===== src/rtl/imem_loader_pkg.sv =====
// Shared types and sizing for the program-memory image loader.
package imem_loader_pkg;

  localparam int DEF_ADDR_W    = 12;
  localparam int DEF_MAX_WORDS = 4096;
  localparam int HDR_W         = 16;
  localparam int CSUM_W        = 8;

  typedef enum logic [2:0] {
    IDLE,
    HDR_HI,
    HDR_LO,
    DATA,
    CSUM,
    DONE,
    ERROR
  } state_t;

endpackage


===== src/rtl/word_assembler.sv =====
// Packs MSB-first bytes into 32-bit words; word_valid pulses the cycle after the 4th byte.
module word_assembler (
  input  logic        clk,
  input  logic        reset,
  input  logic        clear,
  input  logic [7:0]  byte_in,
  input  logic        valid_in,
  output logic [31:0] word_out,
  output logic        word_valid
);

  logic [23:0] shift_reg;
  logic [1:0]  cnt_reg;
  logic [31:0] word_reg;
  logic        valid_reg;

  always_ff @(posedge clk) begin
    if (reset || clear) begin
      shift_reg <= '0;
      cnt_reg   <= '0;
      valid_reg <= 1'b0;
      // The last written word is kept across a new load; only reset zeroes it.
      if (reset) begin
        word_reg <= '0;
      end
    end else begin
      valid_reg <= 1'b0;
      if (valid_in) begin
        shift_reg <= {shift_reg[15:0], byte_in};
        cnt_reg   <= cnt_reg + 2'd1;
        if (cnt_reg == 2'd3) begin
          word_reg  <= {shift_reg, byte_in};
          valid_reg <= 1'b1;
        end
      end
    end
  end

  assign word_out   = word_reg;
  assign word_valid = valid_reg;

endmodule


===== src/rtl/imem_loader.sv =====
// Streams a length-prefixed, XOR-checksummed image into program memory and
// releases the downstream core only after a good load.
module imem_loader
  import imem_loader_pkg::*;
#(
  parameter int ADDR_W    = DEF_ADDR_W,
  parameter int MAX_WORDS = DEF_MAX_WORDS
) (
  input  logic              clk,
  input  logic              reset,
  input  logic              start,
  input  logic [7:0]        rx_data,
  input  logic              rx_valid,
  output logic              rx_ready,
  output logic              imem_we,
  output logic [ADDR_W-1:0] imem_addr,
  output logic [31:0]       imem_wdata,
  output logic              cpu_reset,
  output logic              busy,
  output logic              done,
  output logic              err
);

  state_t state_reg, state_next;

  logic [7:0]        hdr_hi_reg;
  logic [HDR_W-1:0]  n_words_reg;
  logic [HDR_W-1:0]  word_cnt_reg;
  logic [1:0]        byte_cnt_reg;
  logic [CSUM_W-1:0] csum_reg;
  logic [ADDR_W-1:0] addr_reg;

  logic             accept;
  logic             start_ok;
  logic [HDR_W-1:0] hdr_n;
  logic             hdr_bad;
  logic             last_byte;

  assign accept    = rx_valid && rx_ready;
  assign hdr_n     = {hdr_hi_reg, rx_data};
  assign hdr_bad   = (hdr_n == '0) || ({16'd0, hdr_n} > 32'(MAX_WORDS));
  assign last_byte = (byte_cnt_reg == 2'd3) && (word_cnt_reg == n_words_reg - 16'd1);

  always_ff @(posedge clk) begin
    if (reset) begin
      state_reg <= IDLE;
    end else begin
      state_reg <= state_next;
    end
  end

  always_comb begin
    state_next = state_reg;
    rx_ready   = 1'b0;
    busy       = 1'b0;
    done       = 1'b0;
    err        = 1'b0;
    cpu_reset  = 1'b1;
    start_ok   = 1'b0;
    case (state_reg)
      IDLE, DONE, ERROR: begin
        done      = (state_reg == DONE);
        err       = (state_reg == ERROR);
        cpu_reset = (state_reg != DONE);
        if (start) begin
          start_ok   = 1'b1;
          state_next = HDR_HI;
        end
      end
      HDR_HI: begin
        rx_ready = 1'b1;
        busy     = 1'b1;
        if (accept) state_next = HDR_LO;
      end
      HDR_LO: begin
        rx_ready = 1'b1;
        busy     = 1'b1;
        if (accept) state_next = hdr_bad ? ERROR : DATA;
      end
      DATA: begin
        rx_ready = 1'b1;
        busy     = 1'b1;
        if (accept && last_byte) state_next = CSUM;
      end
      CSUM: begin
        rx_ready = 1'b1;
        busy     = 1'b1;
        if (accept) state_next = (rx_data == csum_reg) ? DONE : ERROR;
      end
      default: state_next = IDLE;
    endcase
  end

  // imem_addr is captured alongside the assembler's word so both land in the write cycle.
  always_ff @(posedge clk) begin
    if (reset) begin
      hdr_hi_reg   <= '0;
      n_words_reg  <= '0;
      word_cnt_reg <= '0;
      byte_cnt_reg <= '0;
      csum_reg     <= '0;
      addr_reg     <= '0;
    end else begin
      if (start_ok) begin
        word_cnt_reg <= '0;
        byte_cnt_reg <= '0;
        csum_reg     <= '0;
      end
      if (accept) begin
        case (state_reg)
          HDR_HI: hdr_hi_reg  <= rx_data;
          HDR_LO: n_words_reg <= hdr_n;
          DATA: begin
            byte_cnt_reg <= byte_cnt_reg + 2'd1;
            csum_reg     <= csum_reg ^ rx_data;
            if (byte_cnt_reg == 2'd3) begin
              word_cnt_reg <= word_cnt_reg + 16'd1;
              addr_reg     <= word_cnt_reg[ADDR_W-1:0];
            end
          end
          default: ;
        endcase
      end
    end
  end

  word_assembler u_word_assembler (
    .clk        (clk),
    .reset      (reset),
    .clear      (start_ok),
    .byte_in    (rx_data),
    .valid_in   (accept && (state_reg == DATA)),
    .word_out   (imem_wdata),
    .word_valid (imem_we)
  );

  assign imem_addr = addr_reg;

endmodule


===== config.mk =====
export PLATFORM = sky130hd
export DESIGN_NAME = imem_loader
export DESIGN_NICKNAME = d
export VERILOG_FILES = /design/src/rtl/imem_loader_pkg.sv /design/src/rtl/word_assembler.sv /design/src/rtl/imem_loader.sv
export SDC_FILE = /design/constraint.sdc
export NUM_CORES = 1
export LEC_CHECK = 0
export ABC_AREA = 1
export CORE_AREA = 10 10 87 165
export CTS_BUF_LIST = sky130_fd_sc_hd__clkbuf_4
export DETAILED_ROUTE_END_ITERATION = 8
export DIE_AREA = 0 0 97 175
export PLACE_DENSITY = 0.71
export REMOVE_ABC_BUFFERS = 1
export SYNTH_ARGS = -nofsm -noshare
export SYNTH_HDL_FRONTEND = slang
export SYNTH_HIERARCHICAL = 1
export SYNTH_SLANG_ARGS = --single-unit
export TNS_END_PERCENT = 1

===== constraint.sdc =====
create_clock -name clk -period 3.1 [get_ports clk]
set_input_delay 0.775 -clock clk [delete_from_list [all_inputs] [get_ports clk]]
set_output_delay 0.775 -clock clk [all_outputs]
set_load 0.02 [all_outputs]

==> run_summary.xml <==
<?xml version="1.0" encoding="UTF-8"?>
<metrics>
  <group name="timing">
    <metric name="setup_tns" unit="ns">0</metric>
    <metric name="unrepaired_setup_endpoints_after_global_routing" unit="">false</metric>
    <metric name="clock.fmax" unit="MHz">355</metric>
    <metric name="fin_hold_ws" unit="ns">0.471</metric>
    <metric name="period_minus_ws_final" unit="ns">2.81</metric>
    <metric name="clock_skew" unit="ns">0.0161</metric>
    <metric name="slew_violations" unit="">0</metric>
    <metric name="final-setup-viol-count" unit="">0</metric>
    <metric name="worst-slew-pin-transition" unit="ns">0.633</metric>
    <metric name="min_period_over_period" unit="%">90.7</metric>
    <metric name="finalHoldViolCount" unit="">0</metric>
    <metric name="slew_headroom" unit="%">57.7</metric>
  </group>
  <group name="hold_path">
    <metric name="min-delay-path-class" unit="">flip-flop to flip-flop</metric>
    <metric name="hold_start" unit="">byte_cnt_reg[0]</metric>
    <metric name="worst_hold_path.endpoint" unit="">byte_cnt_reg[0]</metric>
    <metric name="worst_hold_path.num_cells" unit="">1</metric>
  </group>
  <group name="power_and_ir_drop">
    <metric name="cell_internal_pwr" unit="uW">2600</metric>
    <metric name="switchingPower" unit="uW">1720</metric>
    <metric name="combinationalPowerShare" unit="%">34.3</metric>
    <metric name="power.share.sequential" unit="%">43.6</metric>
    <metric name="pwr-share-clk" unit="%">22.1</metric>
    <metric name="power.static_leakage" unit="uW">0.00276</metric>
    <metric name="peak_vdd_ir" unit="V">0.000424</metric>
    <metric name="power_switching_share" unit="%">39.9</metric>
    <metric name="power_density" unit="mW/mm^2">647</metric>
  </group>
  <group name="synthesis">
    <metric name="synth-edff-count" unit="">32</metric>
    <metric name="cell_taking_the_most_area_after_synthesis" unit="">sky130_fd_sc_hd__dfxtp_1</metric>
    <metric name="yosys-top-cells-area" unit="">sky130_fd_sc_hd__dfxtp_1, sky130_fd_sc_hd__edfxtp_1, sky130_fd_sc_hd__nand2_1</metric>
    <metric name="postSynthAreaPerCell" unit="um^2">7.53</metric>
    <metric name="synth-seq-area-share" unit="%">49.0</metric>
    <metric name="instance_count_of_the_mapped_netlist" unit="">760</metric>
    <metric name="ys_dominant_reg_cell" unit="">sky130_fd_sc_hd__dfxtp_1</metric>
    <metric name="postSynthRegisterBits" unit="">124</metric>
    <metric name="mappedNetlistArea" unit="mm^2">0.00572</metric>
    <metric name="top_cell_type_s_share_of_synthesized_area" unit="%">32.2</metric>
    <metric name="asyncSetResetFlopFracSynth" unit="%">0</metric>
    <metric name="synth_warnings" unit="">6</metric>
    <metric name="synthDistinctLibCells" unit="">33</metric>
  </group>
  <group name="run">
    <metric name="max_cap_violations" unit="">0</metric>
  </group>
  <group name="worst_setup_path">
    <metric name="cp-startpoint" unit="">state_reg[2]</metric>
    <metric name="timing.rr.end" unit="">u_word_assembler/word_out[15]</metric>
    <metric name="crit_buf_inv" unit="">2</metric>
    <metric name="data_required_time_at_the_worst_endpoint" unit="ns">2.32</metric>
    <metric name="timing.critical_path.arrival" unit="ns">2.04</metric>
    <metric name="critical_path.startpoint_type" unit="">flip-flop</metric>
    <metric name="crit_path_max_fanout" unit="">7</metric>
    <metric name="worst-r2r-setup-slack" unit="ns">0.74</metric>
    <metric name="cell_by_cell_listing_of_the_critical_path" unit="">nand3_1 &gt; inv_1 &gt; clkdlybuf4s50_1</metric>
    <metric name="cp_top_family" unit="">buffers and inverters</metric>
    <metric name="worstSetupPathType" unit="">flip-flop to primary output</metric>
    <metric name="timing.critical_path.slowest_stage_cell" unit="">sky130_fd_sc_hd__clkdlybuf4s50_1</metric>
    <metric name="max_stage_delay" unit="ns">0.61</metric>
    <metric name="crit_path_capture_type" unit="">primary output</metric>
    <metric name="rr_worst_depth" unit="">7</metric>
    <metric name="worstReg2RegStart" unit="">state_reg[2]</metric>
  </group>
  <group name="global_route">
    <metric name="grt_first_pass_wirelength" unit="mm">23.0</metric>
    <metric name="globalRouteOverflowTotal" unit="">0</metric>
    <metric name="antenna_found_initial" unit="">0</metric>
    <metric name="via_count_of_the_first_global_routing_pass" unit="">4994</metric>
    <metric name="grt_start_max_net_pins" unit="">53</metric>
    <metric name="groute.usage.overall" unit="%">16.4</metric>
  </group>
  <group name="clock_tree">
    <metric name="ctsRootBufferMaster" unit="">sky130_fd_sc_hd__clkbuf_4</metric>
    <metric name="cts_htree_levels" unit="">4</metric>
    <metric name="tritoncts" unit="">built</metric>
    <metric name="number_of_post_cts_setup_repair_buffers" unit="">0</metric>
    <metric name="clockBufferDepth" unit="">2</metric>
    <metric name="numCtsBuffers" unit="">17</metric>
    <metric name="cts.clk_slew.worst_paths" unit="ns">0.11</metric>
    <metric name="clock-sinks" unit="">124</metric>
    <metric name="clock_latency" unit="ns">0.53</metric>
  </group>
  <group name="floorplan">
    <metric name="boundary_pins" unit="">62</metric>
    <metric name="die_width" unit="um">97</metric>
    <metric name="fp.dieH" unit="um">175</metric>
    <metric name="die_area" unit="mm^2">0.0170</metric>
    <metric name="rows" unit="">56</metric>
    <metric name="floorplan.core_area" unit="mm^2">0.0117</metric>
    <metric name="initial_core_utilization" unit="%">48.9</metric>
  </group>
  <group name="placed_design">
    <metric name="place_congestion" unit="">0.915</metric>
    <metric name="place_area" unit="mm^2">0.00644</metric>
    <metric name="port-buffer-count" unit="">61</metric>
    <metric name="hpwlAfterDp" unit="mm">10.6</metric>
    <metric name="total_instance_count_after_detailed_placement" unit="">947</metric>
  </group>
  <group name="detailed_routing">
    <metric name="wire_per_inst" unit="um">14.2</metric>
    <metric name="first_iter_violations" unit="">210</metric>
    <metric name="routed-via-count" unit="">4933</metric>
    <metric name="routed_wirelength" unit="mm">13.9</metric>
    <metric name="detail_route.drc_violations" unit="">0</metric>
    <metric name="ant_nets" unit="">0</metric>
    <metric name="firstDrtPassIters" unit="">6</metric>
    <metric name="drt-vias-per-instance" unit="">5.04</metric>
  </group>
  <group name="final_layout">
    <metric name="finalInstanceArea" unit="mm^2">0.00668</metric>
    <metric name="n_antenna_cell" unit="">0</metric>
    <metric name="drive_above_1_share" unit="%">6.71</metric>
    <metric name="layout.nets" unit="">837</metric>
    <metric name="fillers" unit="">1099</metric>
    <metric name="instances_no_fill" unit="">979</metric>
    <metric name="synthToLayoutAreaGrowth" unit="%">16.7</metric>
    <metric name="largest_register_ff_count" unit="">32</metric>
  </group>
  <group name="run_status">
    <metric name="status" unit="">completed</metric>
  </group>
</metrics>
[cells in the mapped netlist, types with 4 or more instances]
cell                       instances
sky130_fd_sc_hd__edfxtp_1         32
sky130_fd_sc_hd__buf_6             5
sky130_fd_sc_hd__o21ai_0          46
sky130_fd_sc_hd__dfxtp_1          92
sky130_fd_sc_hd__a21oi_1          54
sky130_fd_sc_hd__nand3b_1          5
sky130_fd_sc_hd__nand3_1          31
sky130_fd_sc_hd__a211oi_1          4
sky130_fd_sc_hd__nand4_1           6
sky130_fd_sc_hd__nor4_1            5
sky130_fd_sc_hd__nand2_1         165
sky130_fd_sc_hd__buf_2             6
sky130_fd_sc_hd__inv_1           103
sky130_fd_sc_hd__nor2_2            6
sky130_fd_sc_hd__clkbuf_1         13
sky130_fd_sc_hd__xnor2_1           8
sky130_fd_sc_hd__nor3_1            8
sky130_fd_sc_hd__ha_1              4
sky130_fd_sc_hd__nor2_1          136
sky130_fd_sc_hd__xor2_1           12
[layout by cell type (no fill, tap or decap), types with 2 or more instances in the layout]
cell / n
sky130_fd_sc_hd__ha_1: 4
sky130_fd_sc_hd__clkinv_2: 3
sky130_fd_sc_hd__inv_1: 103
sky130_fd_sc_hd__nand4_1: 6
sky130_fd_sc_hd__dlymetal6s2s_1: 2
sky130_fd_sc_hd__xnor2_1: 8
sky130_fd_sc_hd__edfxtp_1: 32
sky130_fd_sc_hd__buf_4: 6
sky130_fd_sc_hd__o21ai_0: 46
sky130_fd_sc_hd__xor2_1: 12
sky130_fd_sc_hd__nand3b_1: 5
sky130_fd_sc_hd__nand2_1: 165
sky130_fd_sc_hd__clkinv_4: 2
sky130_fd_sc_hd__nand2_4: 2
sky130_fd_sc_hd__inv_6: 3
sky130_fd_sc_hd__nor4_1: 5
sky130_fd_sc_hd__nor2_1: 136
sky130_fd_sc_hd__nor2_2: 6
sky130_fd_sc_hd__a21oi_1: 54
sky130_fd_sc_hd__a211oi_1: 4
sky130_fd_sc_hd__clkinvlp_4: 4
sky130_fd_sc_hd__clkbuf_4: 18
sky130_fd_sc_hd__clkinv_1: 2
sky130_fd_sc_hd__buf_12: 2
sky130_fd_sc_hd__nand3_1: 31
sky130_fd_sc_hd__inv_2: 3
sky130_fd_sc_hd__dfxtp_1: 92
sky130_fd_sc_hd__nor2_4: 2
sky130_fd_sc_hd__clkdlybuf4s50_1: 59
sky130_fd_sc_hd__nor3_1: 8
[power by group through the flow]
stage	combinational (uW)	clock, uW	sequential (uW)
detailed placement	1470	0	1920
global route	1670	1050	1900
floorplan	969	0	1940
finish	1480	954	1890
CTS	1480	975	1890
global placement	1450	0	1920
[worst max path at each step]
| stage | slack (ns) | to | cells past startpoint |
|---|---|---|---|
| 3_3_place_gp | 0.46 | byte_cnt_reg[0] | 7 |
| 5_1_grt | 0.16 | done | 3 |
| 3_5_place_dp | 0.39 | word_cnt_reg[7] | 8 |
| 4_1_cts | 0.08 | rx_ready | 7 |
| 2_1_floorplan | 0.43 | u_word_assembler/word_out[0] | 4 |
| 6_report | 0.29 | done | 3 |
[repair_timing]
action	4_1_cts	5_1_grt
resized for setup	0	2
setup endpoints to repair	0	2
hold buffers	0	0
[area by class of cell]
type / instances / area (um^2) / area share, %
Sequential cell: 124 / 2800 / 42.0
Multi-Input combinational cell: 503 / 2370 / 35.4
Timing Repair Buffer: 69 / 701 / 10.5
Inverter: 106 / 398 / 5.96
Tap cell: 145 / 181 / 2.72
Clock buffer: 18 / 135 / 2.02
Clock inverter: 14 / 96.3 / 1.44
[stage by stage]
stage,utilization (%),setup slack [ns],power [uW]
after floorplan,-,0.434,2910
after global placement,55.1,0.464,3360
after detailed placement,55.1,0.389,3400
after CTS,57.0,0.0834,4340
after global routing,57.1,0.157,4610
final,57.1,0.287,4320
[cell families (layout without fill, tap and decap cells)]
kind of cell,count (synthesis),count (layout),share of synthesized area [%]
compound gates,108,108,9.81
xor+xnor,20,20,3.06
fa+ha+maj,4,4,0.874
buf+inv,133,207,9.70
flops,124,124,49.0
simple gates,371,371,27.6
[metal layers]
layer | share of wire, % | vias to the layer above | routed length [um] | global-route usage [%]
li1 | - | 2523 | - | -
met1 | 36 | 2238 | 5030 | 14.8
met2 | 54 | 141 | 7530 | 31.2
met3 | 6.4 | 31 | 897 | 5.29
met4 | 3.4 | 0 | 467 | 8.65
met5 | 0 | - | 0 | 0
Note: power is estimated with default switching activity, not from simulation.
